<file path="src/rtl/hazard_ctrl_pkg.sv">
// Shared pipeline definitions for the hazard/forwarding scheduler: field widths,
// select and mult/div codes, Tnew classes and the E-stage payload.
package hazard_ctrl_pkg;

  localparam int unsigned RA_W  = 5;
  localparam int unsigned TN_W  = 2;
  localparam int unsigned FS_W  = 2;
  localparam int unsigned MD_W  = 2;
  localparam int unsigned CNT_W = 4;

  typedef enum logic [FS_W-1:0] {
    SEL_REG = 2'd0,
    SEL_M   = 2'd1,
    SEL_W   = 2'd2
  } fwd_sel_e;

  typedef enum logic [MD_W-1:0] {
    MD_NONE = 2'd0,
    MD_MULT = 2'd1,
    MD_DIV  = 2'd2,
    MD_HILO = 2'd3
  } md_op_e;

  localparam logic [TN_W-1:0] TNEW_ALU  = 2'd1;
  localparam logic [TN_W-1:0] TNEW_LOAD = 2'd2;

  typedef struct packed {
    logic [RA_W-1:0] rs;
    logic [RA_W-1:0] rt;
    logic [RA_W-1:0] wa;
    logic [TN_W-1:0] tnew;
    md_op_e          md;
  } e_stage_t;

  // Tnew counts down once per stage and holds at zero.
  function automatic logic [TN_W-1:0] sat_dec(input logic [TN_W-1:0] t);
    return (t == '0) ? '0 : t - TN_W'(1);
  endfunction

endpackage

</file>
<file path="src/rtl/hazard_ctrl_fwd_sel.sv">
// One forwarding-mux select for an E-stage source: a ready M result beats W,
// and r0 never forwards.
module hazard_ctrl_fwd_sel
  import hazard_ctrl_pkg::*;
(
  input  logic [RA_W-1:0] src,
  input  logic [RA_W-1:0] m_wa,
  input  logic [TN_W-1:0] m_tnew,
  input  logic [RA_W-1:0] w_wa,
  output logic [FS_W-1:0] sel
);

  always_comb begin
    sel = SEL_REG;
    if (src != '0) begin
      if (src == m_wa && m_tnew == '0) begin
        sel = SEL_M;
      end else if (src == w_wa) begin
        sel = SEL_W;
      end
    end
  end

endmodule

</file>
<file path="src/rtl/hazard_ctrl.sv">
// Stall/forward scheduler for the 5-stage pipeline: Tuse/Tnew hazard detection,
// E bubble insertion, operand forwarding selects and mult/div busy sequencing.
module hazard_ctrl
  import hazard_ctrl_pkg::*;
#(
  parameter int unsigned MULT_CYCLES = 5,
  parameter int unsigned DIV_CYCLES  = 10
) (
  input  logic            clk,
  input  logic            reset,
  input  logic [RA_W-1:0] D_rs,
  input  logic [RA_W-1:0] D_rt,
  input  logic [TN_W-1:0] D_rs_tuse,
  input  logic [TN_W-1:0] D_rt_tuse,
  input  logic            D_we,
  input  logic [RA_W-1:0] D_wa,
  input  logic [TN_W-1:0] D_tnew,
  input  logic [MD_W-1:0] D_md_op,
  output logic            stall,
  output logic [FS_W-1:0] E_sel_rs,
  output logic [FS_W-1:0] E_sel_rt,
  output logic            M_sel_rt,
  output logic            md_busy
);

  e_stage_t         e_q;
  e_stage_t         d_stage;
  logic [RA_W-1:0]  m_rt_q;
  logic [RA_W-1:0]  m_wa_q;
  logic [TN_W-1:0]  m_tnew_q;
  logic [RA_W-1:0]  w_wa_q;
  logic [CNT_W-1:0] md_cnt_q;
  logic [CNT_W-1:0] md_cnt_d;
  logic             rs_haz;
  logic             rt_haz;
  logic             md_haz;
  logic             e_md_start;

  // A source stalls while any older producer in E/M would deliver after it is needed.
  assign rs_haz = (D_rs != '0) &&
                  ((D_rs == e_q.wa && e_q.tnew > D_rs_tuse) ||
                   (D_rs == m_wa_q && m_tnew_q > D_rs_tuse));
  assign rt_haz = (D_rt != '0) &&
                  ((D_rt == e_q.wa && e_q.tnew > D_rt_tuse) ||
                   (D_rt == m_wa_q && m_tnew_q > D_rt_tuse));

  assign e_md_start = (e_q.md == MD_MULT) || (e_q.md == MD_DIV);
  assign md_busy    = (md_cnt_q != '0);
  assign md_haz     = (D_md_op != MD_W'(MD_NONE)) && (md_busy || e_md_start);
  assign stall      = rs_haz || rt_haz || md_haz;
  assign M_sel_rt   = (w_wa_q != '0) && (m_rt_q == w_wa_q);

  // Non-writing instructions carry wa=0 so they can never be matched.
  always_comb begin
    d_stage      = '0;
    d_stage.rs   = D_rs;
    d_stage.rt   = D_rt;
    d_stage.wa   = D_we ? D_wa : '0;
    d_stage.tnew = D_tnew;
    d_stage.md   = md_op_e'(D_md_op);
  end

  always_comb begin
    md_cnt_d = md_cnt_q;
    if (e_q.md == MD_MULT) begin
      md_cnt_d = CNT_W'(MULT_CYCLES);
    end else if (e_q.md == MD_DIV) begin
      md_cnt_d = CNT_W'(DIV_CYCLES);
    end else if (md_cnt_q != '0) begin
      md_cnt_d = md_cnt_q - CNT_W'(1);
    end
  end

  always_ff @(posedge clk or negedge reset) begin
    if (!reset) begin
      e_q      <= '0;
      m_rt_q   <= '0;
      m_wa_q   <= '0;
      m_tnew_q <= '0;
      w_wa_q   <= '0;
      md_cnt_q <= '0;
    end else begin
      e_q      <= stall ? '0 : d_stage;
      m_rt_q   <= e_q.rt;
      m_wa_q   <= e_q.wa;
      m_tnew_q <= sat_dec(e_q.tnew);
      w_wa_q   <= m_wa_q;
      md_cnt_q <= md_cnt_d;
    end
  end

  hazard_ctrl_fwd_sel u_sel_rs (
    .src   (e_q.rs),
    .m_wa  (m_wa_q),
    .m_tnew(m_tnew_q),
    .w_wa  (w_wa_q),
    .sel   (E_sel_rs)
  );

  hazard_ctrl_fwd_sel u_sel_rt (
    .src   (e_q.rt),
    .m_wa  (m_wa_q),
    .m_tnew(m_tnew_q),
    .w_wa  (w_wa_q),
    .sel   (E_sel_rt)
  );

endmodule
</file>
<file path="config.mk">
export PLATFORM = sky130hd
export DESIGN_NAME = hazard_ctrl
export DESIGN_NICKNAME = d
export VERILOG_FILES = /design/src/rtl/hazard_ctrl_pkg.sv /design/src/rtl/hazard_ctrl_fwd_sel.sv /design/src/rtl/hazard_ctrl.sv
export SDC_FILE = /design/constraint.sdc
export NUM_CORES = 1
export LEC_CHECK = 0
export ABC_AREA = 1
export CAP_MARGIN = 30
export CORE_ASPECT_RATIO = 0.9
export CORE_MARGIN = 2
export CORE_UTILIZATION = 59
export CTS_CLUSTER_DIAMETER = 80
export CTS_CLUSTER_SIZE = 28
export DETAILED_ROUTE_END_ITERATION = 10
export PLACE_DENSITY = 0.85
export SYNTH_ARGS = -nofsm -noshare
export SYNTH_HDL_FRONTEND = slang
export SYNTH_SLANG_ARGS = --single-unit
</file>
<file path="constraint.sdc">
create_clock -name clk -period 3.3 [get_ports clk]
set_clock_uncertainty 0.05 [all_clocks]
set_input_delay 0.66 -clock clk [delete_from_list [all_inputs] [get_ports clk]]
set_output_delay 0.66 -clock clk [all_outputs]
set_load 0.01 [all_outputs]
</file>
* After elaboration in Yosys (flattened, before gate mapping) *
Cells that the tools add are included.
W data, S select, Z words.

word-level totals
  bits in registers = 40
  bits in latches = 0
  RAM bits = 0
  ROM bits = 0
  input bits = 26
  logic and storage cells = 65
  memories = 0

cells by class
  add/subtract/negate cells = 2
  $mul = 0
  div/mod/pow operators = 0
  order comparisons = 4
  eq/ne operators = 11
  shifts and indexed selects = 0
  mux-type cells = 12
  bitwise logic cells = 0
  reduce and logical (&&, ||, !) cells = 26

operators with widths
  kind                   number
  $eq A5 B5 Y1           9
  $reduce_bool A5 Y1     5
  $mux W19               1
  $mux W2                7
  $mux W4                3
  $logic_and A1 B1 Y1    10
  $gt A2 B2 Y1           4
  $logic_or A1 B1 Y1     6
  $mux W5                1
  $logic_not A2 Y1       2
  $reduce_bool A4 Y1     1
  $sub A4 B1 Y4 const B  1
  $reduce_bool A3 Y1     1
  $eq A2 B1 Y1 const B   1
  $eq A2 B2 Y1 const B   1
  $reduce_bool A2 Y1     1
  $sub A2 B1 Y2 const B  1

* Longest topological paths before layout *
  depth in word-level cells = 7
  gate-level depth with buffers = 13
  depth with buffers taken out = 12

* Hierarchy *
A second synthesis with hierarchy kept.

second synthesis, totals
  cells, all modules = 347
  area, all modules = 2467.4 µm²

modules (own cells, without submodules)
  module               instances  cells each  area an instance (µm²)  sequential area each (µm²)
  hazard_ctrl          1          263         2064.5                  1001.0
  hazard_ctrl_fwd_sel  2          42          201.4                   0.0

* Worst setup path before layout *
Ideal clock, no wire load.

  path kind = input to output
  start point = in D_rs_tuse[1]
  end point = out stall
  arrival = 1.746 ns
  slack = 0.844 ns
  cell stages on the path = 11
  buffers on the path = 1
  cells stage by stage = inv_1 -> ha_1 -> inv_1 -> o21bai_1 -> nand2_1 -> nor2_1 -> nand2_1 -> nand2_1 -> nand2_2 -> nand3_4 -> buf_12

between the ends
  longest elaborated chain between the ends = 6
  elaborated cells between the ends (all ways) = 8
  classes of those cells = order compare (2); reduce/logical (6)

RTL lines
  item                                    line                                  text
  start, declared                         hazard_ctrl.sv:13                     input logic [TN_W-1:0] D_rs_tuse,
  $gt A2 B2 Y1 (on tied branches)         hazard_ctrl.sv:41, hazard_ctrl.sv:42
  $logic_and A1 B1 Y1 (on tied branches)  hazard_ctrl.sv:41, hazard_ctrl.sv:42
  $logic_or A1 B1 Y1 *                    hazard_ctrl.sv:41                     ((D_rs == e_q.wa && e_q.tnew > D_rs_tuse) ||
  $logic_and A1 B1 Y1 *                   hazard_ctrl.sv:40                     assign rs_haz = (D_rs != '0) &&
  $logic_or A1 B1 Y1 * (2 in series)      hazard_ctrl.sv:50                     assign stall = rs_haz || rt_haz || md_haz;
  end, declared                           hazard_ctrl.sv:19                     output logic stall,

Mark *: on every way between the ends. The rest lies on a longest branch, timed or not.

* Final worst setup path *
Same ends and word-level chain as after synthesis.

==> out/results.md <==
| Quantity | Reported | Unit |
| --- | --- | --- |
| Outcome | finished clean | - |
| Cell Area, Placed | 2830 | um2 |
| Achievable Freq | 0.323 | GHz |
| Number of setup buffers added after CTS | 0 | - |
| Register-to-register setup slack | 1.37 | ns |
| CTS Root Cell | sky130_fd_sc_hd__clkbuf_8 | - |
| Number of buffers on the longest clock path | 2 | - |
| Switching Fraction | 35.4 | % |
| Required time at the worst-slack endpoint | 2.59 | ns |
| Remaining max-slew budget at the tightest pin | 43.0 | % |
| Number of CTS-inserted buffers | 5 | - |
| Initial core utilization | 60.9 | % |
| Share of power burned in registers | 41.8 | % |
| Worst hold slack | 0.400 | ns |
| Global-route wire length before repair | 9130 | um |
| Compound-gate portion of the synthesized area | 6.04 | % |
| Final ANT Viol Nets | 0 | - |
| Fraction of the mapped netlist area in adder cells | 5.59 | % |
| Crit. End Element | output pin | - |
| Gate count after technology mapping | 317 | - |
| Leftover overflow at the end of global routing | 0 | - |
| Critical path startpoint | D_rs_tuse[1] | - |
| Sw power | 0.000548 | W |
| Cell internal power dissipation | 0.00100 | W |
| Number of global-route vias before repair | 2047 | - |
| Min-Delay Path Class | reg2reg | - |
| Clock network fraction of total power | 21.8 | % |
| Type of element launching the critical path | input port | - |
| Syn-to-layout area delta | 18.6 | % |
| Die area | 4710 | um2 |
| Setup repair after global routing missed its margin | false | - |
| Total power divided by cell area | 530 | nW/um2 |
| Overall routing resource usage | 25.0 | % |
| Multi-input logic area | 1200 | um2 |
| Largest vdd supply drop | 0.419 | mV |
| CTS tree | built | - |
| Number of warnings reported in the yosys synthesis log | 0 | - |
| Antenna diodes | 0 | - |
| Final Cell Area | 2920 | um2 |
| End point of the critical path | stall | - |
| Number of synthesized flops with an enable pin | 0 | - |
| Clock insertion delay at the later pin of the skew report | 0.29 | ns |
| Total wire length after detailed routing | 5150 | um |
| Pre-antenna DRT Iters | 4 | - |
| Ratio of cells with drive above 1 in the final layout | 8.96 | % |
| Capture point of the worst reg-to-reg path | e_q[1]$_DFF_PN0_ | - |
| Critical Path Fanout Max | 2 | - |
| Pleak | 1.55 | nW |
| Filler instances | 310 | - |
| Avg Synthesized Cell Area | 7.77 | um2 |
| Detailed placement HPWL | 4110 | um |
| Maximum number of pins on one net before global-route repair | 41 | - |
| Final #Nets | 393 | - |
| Fraction of synthesis flops using an asynchronous set or reset pin | 100 | % |
| Placeable core area | 4050 | um2 |
| Fin crit period | 3.10 | ns |
| DRC violations left | 0 | - |
| Smallest setup slack after layout | 0.203 | ns |
| Number of vias per cell | 5.10 | - |
| Final setup violation count | 0 | - |
| Cell taking the most area after synthesis | sky130_fd_sc_hd__dfrtp_1 | - |
| Count of vias placed by the detailed router | 2067 | - |
| Data arrival time at the worst-slack endpoint | 2.39 | ns |
| Actual slew at the worst max-slew pin | 0.854 | ns |
| Final cycle utilization of the critical path | 93.8 | % |
| Part of the Yosys area used for sequential elements | 40.6 | % |
| Number of storage elements in the synthesis netlist | 40 | - |
| Htree depth | 2 | - |
| Core utilization of the finished layout | 72.2 | % |
| Area share of xor/xnor cells in the synthesized design | 7.47 | % |
| Net count after synthesis | 354 | - |
| Number of distinct library cells after synthesis | 29 | - |
| Iteration-0 DRC Markers | 151 | - |
| # port buffers | 32 | - |
| Most frequently used flop master after synthesis | sky130_fd_sc_hd__dfrtp_1 | - |
| Wire per inst | 12.7 | um |
| CTS clock-pin slew for the worst setup and hold paths | 0.08 | ns |
| Number of top-level design ports | 33 | - |
| Routability Congestion | 0.877 | - |
| Count of final hold-check violations | 0 | - |
| Fraction of post-synthesis cell area in the top cell type by area | 40.6 | % |
| Vertical die dimension | 65.3 | um |
| Num Clock Sinks | 40 | - |
| Synth top area cells | sky130_fd_sc_hd__dfrtp_1, sky130_fd_sc_hd__nand2_1, sky130_fd_sc_hd__inv_1, sky130_fd_sc_hd__nor2_1, sky130_fd_sc_hd__ha_1 | - |
| Area taken by flip-flops and latches | 1000 | um2 |
| Main combinational cell family by area after synthesis | simple AND/OR/NAND/NOR gates | - |
| Combinational share of power | 36.4 | % |
| Cell Rows | 22 | - |
| Mux share of post-synthesis cell area | 0 | % |
| Synth Area in Simple Gates | 29.7 | % |
| Syn Std Cell Area | 2460 | um2 |
| Setup CP Type | in2out | - |
| Launch point of the worst reg-to-reg path | e_q[3]$_DFF_PN0_ | - |
| Worst slack at placement | -0.0134 | ns |
| Reg2Reg Depth | 12 | - |
| Max-cap violations | 0 | - |
| Count of pins over their slew limit | 0 | - |
| Horizontal die dimension | 72.1 | um |
| Initial antenna violation count | 0 | - |
placed cells by master (no fill, tap or decap), drive strengths merged:
cell and instances:
a211o 1, a211oi 1, a21oi 4, a31o 1
a31oi 2, buf 3, clkbuf 6, clkdlybuf4s50 30
clkinv 1, dfrtp 40, dlygate4sd2 1, ha 11
inv 63, nand2 79, nand3 15, nand3b 1
nand4 5, nor2 50, nor3 6, nor4 1
o21ai 5, o21bai 2, o22ai 4, o31ai 2
or2 2, xnor2 12, xor2 9
how the worst min path moves through the flow:
stage | startpoint | end | slack (ns) | cells after the start
after floorplan | m_wa_q[3]$_DFF_PN0_ | w_wa_q[3]$_DFF_PN0_ | 0.30 | 0
after global placement | e_q[2]$_DFF_PN0_ | m_tnew_q[0]$_DFF_PN0_ | 0.38 | 1
after detailed placement | e_q[2]$_DFF_PN0_ | m_tnew_q[0]$_DFF_PN0_ | 0.39 | 1
after CTS | e_q[2]$_DFF_PN0_ | m_tnew_q[0]$_DFF_PN0_ | 0.40 | 1
after global routing | e_q[10]$_DFF_PN0_ | m_rt_q[1]$_DFF_PN0_ | 0.41 | 0
final | e_q[2]$_DFF_PN0_ | m_tnew_q[0]$_DFF_PN0_ | 0.40 | 1
power groups by stage:
stage               clock network (W)  logic, W  registers, W
global route                 0.000365  0.000645      0.000658
finish                       0.000338  0.000563      0.000648
CTS                          0.000342  0.000565      0.000648
floorplan                           0  0.000407      0.000632
global placement                    0  0.000548      0.000653
detailed placement                  0  0.000563      0.000658
cells by family (layout without fill, tap and decap cells):
logic type,Yosys count,after routing
simple gates,159,159
buf+inv,64,104
flops,40,40
compound gates,22,22
xor+xnor,21,21
fa+ha+maj,11,11
metal layers:
layer	up-vias	share of wire, %	track usage [%]
li1	1049	-	-
met1	967	46	30.4
met2	45	50	44.4
met3	6	3.5	4.75
met4	0	1.1	8.49
met5	-	0	0
state kept, by name (all words and copies together) (netlist names):
register  flops
w_wa_q        5
m_tnew_q      2
md_cnt_q      4
m_wa_q        5
m_rt_q        5
e_q          19
critical path: stages:
cell                              delay, ns
sky130_fd_sc_hd__clkdlybuf4s50_1       0.45
sky130_fd_sc_hd__inv_1                 0.06
sky130_fd_sc_hd__ha_1                  0.31
sky130_fd_sc_hd__a21oi_1               0.26
sky130_fd_sc_hd__nor2_1                0.07
sky130_fd_sc_hd__nand3_1               0.10
sky130_fd_sc_hd__nand2_1               0.07
sky130_fd_sc_hd__nand2_2               0.07
sky130_fd_sc_hd__nand3_4               0.07
sky130_fd_sc_hd__dlygate4sd2_1         0.28
synth_stat cells (4+ instances only):
| cell | count |
|---|---|
| sky130_fd_sc_hd__inv_1 | 57 |
| sky130_fd_sc_hd__dfrtp_1 | 40 |
| sky130_fd_sc_hd__nand4_1 | 5 |
| sky130_fd_sc_hd__nor2_4 | 9 |
| sky130_fd_sc_hd__o21ai_0 | 4 |
| sky130_fd_sc_hd__a21oi_1 | 4 |
| sky130_fd_sc_hd__ha_1 | 11 |
| sky130_fd_sc_hd__nand2_1 | 77 |
| sky130_fd_sc_hd__xnor2_1 | 12 |
| sky130_fd_sc_hd__o22ai_1 | 4 |
| sky130_fd_sc_hd__nor2_1 | 41 |
| sky130_fd_sc_hd__nor3_1 | 6 |
| sky130_fd_sc_hd__inv_2 | 5 |
| sky130_fd_sc_hd__nand3_1 | 14 |
| sky130_fd_sc_hd__xor2_1 | 9 |
metrics by stage:
step                std cells  setup TNS (ns)  total power [W]
finish                    405               0          0.00155
global route              405               0          0.00167
CTS                       405               0          0.00156
detailed placement        397         -0.0134          0.00122
global placement          397               0          0.00120
floorplan                 317               0          0.00104
repair_timing:
item,in CTS,in global routing
endpoints found under the setup margin,1,0
gates resized for setup,1,0
hold buffers,0,0
layout make-up:
cell class | instances | area share (%)
sequential | 40 | 34.3
timing repair buffer | 34 | 11.3
clock buffer | 6 | 2.83
clock inverter | 2 | 0.471
inverter | 62 | 7.97
tap | 48 | 2.06
multi-input combinational | 213 | 41.2
Power figures use the tool's default switching activity.
